==> config.mk <==
export PLATFORM = sky130hd
export DESIGN_NAME = spi_master
export DESIGN_NICKNAME = d
export VERILOG_FILES = /design/src/rtl/spi_master.sv
export SDC_FILE = /design/constraint.sdc
export NUM_CORES = 1
export LEC_CHECK = 0
export CAP_MARGIN = 20
export CORE_MARGIN = 3
export CORE_UTILIZATION = 35
export CTS_BUF_LIST = sky130_fd_sc_hd__clkbuf_4
export DETAILED_ROUTE_END_ITERATION = 8
export SLEW_MARGIN = 20
export SYNTH_ARGS = -nofsm -noshare
export SYNTH_HDL_FRONTEND = slang
export SYNTH_SLANG_ARGS = --single-unit
==> constraint.sdc <==
create_clock -name clk -period 2.6 [get_ports clk]
set_input_delay 0.52 -clock clk [delete_from_list [all_inputs] [get_ports clk]]
set_output_delay 0.52 -clock clk [all_outputs]
set_load 0.005 [all_outputs]
==> src/rtl/spi_master.sv <==
// SPI mode-0 master: one 8-bit frame per accepted start, MSB first.
// Every non-idle state is held for CLK_DIV clk cycles by a shared divider.
module spi_master #(
    parameter int CLK_DIV     = 4,
    parameter int DATA_LENGTH = 8
) (
    input  logic                   clk,
    input  logic                   rst_n,
    input  logic                   start,
    input  logic [DATA_LENGTH-1:0] tx_data,
    output logic [DATA_LENGTH-1:0] rx_data,
    output logic                   busy,
    output logic                   done,
    output logic                   SCLK,
    output logic                   MOSI,
    output logic                   SS,
    input  logic                   MISO
);

    localparam int DIV_W = 8;
    localparam int CNT_W = $clog2(DATA_LENGTH + 1);

    typedef enum logic [2:0] {
        IDLE,
        SETUP,
        HIGH,
        LOW,
        HOLD,
        GAP
    } state_t;

    state_t                 state_reg;
    logic [DIV_W-1:0]       div_cnt_reg;
    logic [CNT_W-1:0]       bit_cnt_reg;
    logic [CNT_W-1:0]       bit_cnt_next;
    logic [DATA_LENGTH-1:0] tx_shift_reg;
    logic [DATA_LENGTH-1:0] rx_shift_reg;
    logic                   div_tc;

    assign div_tc       = (div_cnt_reg == DIV_W'(CLK_DIV - 1));
    assign bit_cnt_next = bit_cnt_reg + CNT_W'(1);

    always_ff @(posedge clk) begin
        if (!rst_n) begin
            state_reg    <= IDLE;
            div_cnt_reg  <= '0;
            bit_cnt_reg  <= '0;
            tx_shift_reg <= '0;
            rx_shift_reg <= '0;
            rx_data      <= '0;
            busy         <= 1'b0;
            done         <= 1'b0;
            SCLK         <= 1'b0;
            MOSI         <= 1'b0;
            SS           <= 1'b1;
        end else begin
            done <= 1'b0;
            // The divider free-runs in every timed state and wraps on terminal count.
            if (state_reg != IDLE) begin
                div_cnt_reg <= div_tc ? '0 : div_cnt_reg + DIV_W'(1);
            end

            case (state_reg)
                IDLE: begin
                    if (start) begin
                        tx_shift_reg <= tx_data;
                        MOSI         <= tx_data[DATA_LENGTH-1];
                        SS           <= 1'b0;
                        busy         <= 1'b1;
                        bit_cnt_reg  <= '0;
                        div_cnt_reg  <= '0;
                        state_reg    <= SETUP;
                    end
                end
                SETUP, LOW: begin
                    if (div_tc) begin
                        SCLK         <= 1'b1;
                        rx_shift_reg <= {rx_shift_reg[DATA_LENGTH-2:0], MISO};
                        state_reg    <= HIGH;
                    end
                end
                HIGH: begin
                    if (div_tc) begin
                        SCLK        <= 1'b0;
                        bit_cnt_reg <= bit_cnt_next;
                        if (bit_cnt_next == CNT_W'(DATA_LENGTH)) begin
                            state_reg <= HOLD;
                        end else begin
                            // Next bit goes out on the falling edge, a full LOW before the rise.
                            tx_shift_reg <= tx_shift_reg << 1;
                            MOSI         <= tx_shift_reg[DATA_LENGTH-2];
                            state_reg    <= LOW;
                        end
                    end
                end
                HOLD: begin
                    if (div_tc) begin
                        SS        <= 1'b1;
                        MOSI      <= 1'b0;
                        rx_data   <= rx_shift_reg;
                        done      <= 1'b1;
                        state_reg <= GAP;
                    end
                end
                GAP: begin
                    if (div_tc) begin
                        busy      <= 1'b0;
                        state_reg <= IDLE;
                    end
                end
                default: state_reg <= IDLE;
            endcase
        end
    end

endmodule

==> metrics <==
IO buf count 24; worst-path maximum fanout 14; Die Width 81.2 microns; largest buffer count on any clock path 2; Placer Congestion 0.815; total wire length 4280 microns; GRT Max-Usage Layer met2; slowest CP cell o31ai_4; Ys Warns 0; grt met3 use 3.88%; Seq/Total Area, Yosys 43.5%; DRT antenna net count 0; reg2reg setup slack 410 ps; Slew Viols, Final 0; Req. time, crit path 2880 ps; Lkg Pwr 0.922 nW; Die H 81.2 microns; met1 Use GR 20.4%; max_slew headroom 40.5%; 1st-iter DRT viols 67; Hold Crit Endpoint SCLK; post-DP HPWL 3060 microns; hold path start SCLK; worst hold path depth 2; Net Count, Synth 234; Reg power frac 56.0%; Initial Util 37.3%; Critical Path Sink Type register; Startpoint Class register; NetSw 299 uW; DR WL/cell 13.5 microns; worst-case reg-to-reg path depth 5; part of the power in the clock network 35.6%; Yosys reg bits 43; Total Power 1.23 mW; Mapped Cells 220; ordered list of cells on the worst path ha_1, or4b_4, o31ai_4, a21oi_1, a311oi_1; Synth async-reset ratio 0%; Setup Fix Bufs, Post-CTS 0; vias in the first global route 1688; H-tree Lvls 2; Final Cycle Share 84.2%; measured slew at the worst slew-check pin 891 ps; root buffer cell clkbuf_4; CTS Buf Count 5; reg2reg start div_cnt_reg[1]; post-synth design cell area 1980 sq um; cts hold-fix bufs 0; met2 usage 23.4%; critical path class register to register; clk sinks 43; reg2reg end tx_shift_reg[3]; first-pass GRT wire length 7860 microns; internal power 934 uW; Synth Flop Type dfxtp_1; Final nets 261; Core Area 5300 sq um; largest net degree at the start of global routing 22; IO Pins 25; min-delay worst type register to register; number of max-cap violations 0; Net Sw Frac 24.2%; fin crit period 2190 ps; die area 6590 sq um; skew final 11.0 ps; Finish-stage setup viols 0; Worst Path Arrival 2470 ps; min setup slack post-route 410 ps; Clk Latency, worst-skew pair 360 ps; top-count cell post-synth dfxtp_1; Row Count 26; DRC viols 0; area delta synth->final 20.9%; n_diodes 0; layout cell share with drive strength beyond 1 9.68%; CTS tree done; worst vdd ir 0.280 mV; Post-synth EDFFs 0; synth top area cells dfxtp_1, mux2i_1, a21oi_1, nand2_1, a311oi_1; CP startpoint div_cnt_reg[1]; combinational power share 8.4%; status finished clean; RSZ-0062 raised after global routing no; Avg Cell Area, Syn 9.00 sq um; post-cts sizing count 0; slowest cell delay on critical path 560 ps; setup TNS 0 ps; Pre-antenna DRT Iters 4; Post-synth top cells dfxtp_1, nand2_1, a21oi_1, nor2_1, mux2i_1; initial antenna violation count 0; DR vias/cell 5.28; PwrDens 515 nW/um^2; worst slack at placement 320 ps; fmax 457 MHz; DR vias 1679; Tot GR Track Use 15.0%; share of the synthesized area in the top cell type 43.5%; clock-pin slew on the worst setup and hold paths 130 ps; Unique masters post-synth 47; total grt overflow 0; Final Hold Viols 0; Synth area leader dfxtp_1
## logic make-up (layout without fill, tap and decap cells)
logic type / Yosys count / in the layout / share of synthesized area (%)
AO/OA/AOI/OAI: 59 / 59 / 19.8
XOR/XNOR: 1 / 1 / 0.443
adder cells (fa/ha/maj): 2 / 2 / 1.26
buffers and inverters: 14 / 42 / 3.35
flip-flops: 43 / 43 / 43.5
multiplexers: 17 / 17 / 8.72
AND/OR/NAND/NOR: 84 / 84 / 22.9
## per-stage QoR
stage,cells,utilization (%),hold slack (ps),area (sq um)
final,318,45.1,459,2390
after global routing,318,45.1,487,2390
after CTS,318,45.1,461,2390
after detailed placement,310,43.5,435,2310
after global placement,310,43.5,438,2310
after floorplan,220,-,432,1980
## area by class of cell
type | instances | area (sq um)
repair buffers | 32 | 300
fillers | 523 | 2910
clock buffers | 5 | 37.5
clock inverters | 3 | 46.3
multi-input cells | 163 | 1050
inverters | 2 | 7.51
well taps | 70 | 87.6
flip-flops and latches | 43 | 861
## layer usage
layer,share of wire [%],vias up
met3,4.2,7
li1,-,866
met4,1.2,0
met2,44,34
met1,50,772
met5,0,-
## worst max path at each step
stage	endpoint	slack (ps)	cells after the start
6_report	tx_shift_reg[3]	410	5
5_1_grt	tx_shift_reg[3]	180	5
4_1_cts	tx_shift_reg[5]	400	5
3_5_place_dp	tx_shift_reg[5]	320	5
3_3_place_gp	tx_shift_reg[6]	360	5
2_1_floorplan	tx_shift_reg[0]	710	6
## critical path, delay by kind of cell, from the launching register on
family,cells,cell delay [ps]
AND/OR/NAND/NOR,1,520
adder cells (fa/ha/maj),1,250
AO/OA/AOI/OAI,3,950
flip-flops,1,410
## cells in the final DEF (no fill, tap or decap), types with 2 or more instances in the layout
master           synthesis  final
a21boi_0                 2      2
a21oi_1                 24     24
a311oi_1                 7      7
a31oi_1                  4      4
and2_1                   2      2
buf_4                    1      8
clkbuf_4                 0      5
clkdlybuf4s50_1          0     24
dfxtp_1                 43     43
ha_1                     2      2
mux2_2                   2      2
mux2i_1                 15     15
nand2_1                 30     30
nand3_1                  7      7
nand3b_1                 3      3
nand4b_1                 2      2
nor2_1                  16     16
nor2b_1                  2      2
nor3_1                   5      5
nor3b_1                  2      2
o211ai_1                 4      4
o21ai_0                  8      8
or3_1                    3      3
or3b_2                   2      2
or4b_1                   2      2
## power groups by stage
| stage | clock network, mW | registers (mW) | logic, mW |
|---|---|---|---|
| 3_5_place_dp | 0 | 0.705 | 0.104 |
| 2_1_floorplan | 0 | 0.699 | 0.0661 |
| 6_report | 0.439 | 0.690 | 0.104 |
| 5_1_grt | 0.474 | 0.693 | 0.118 |
| 4_1_cts | 0.451 | 0.690 | 0.105 |
| 3_3_place_gp | 0 | 0.705 | 0.104 |
No activity file was read; power rests on OpenSTA's default activity.
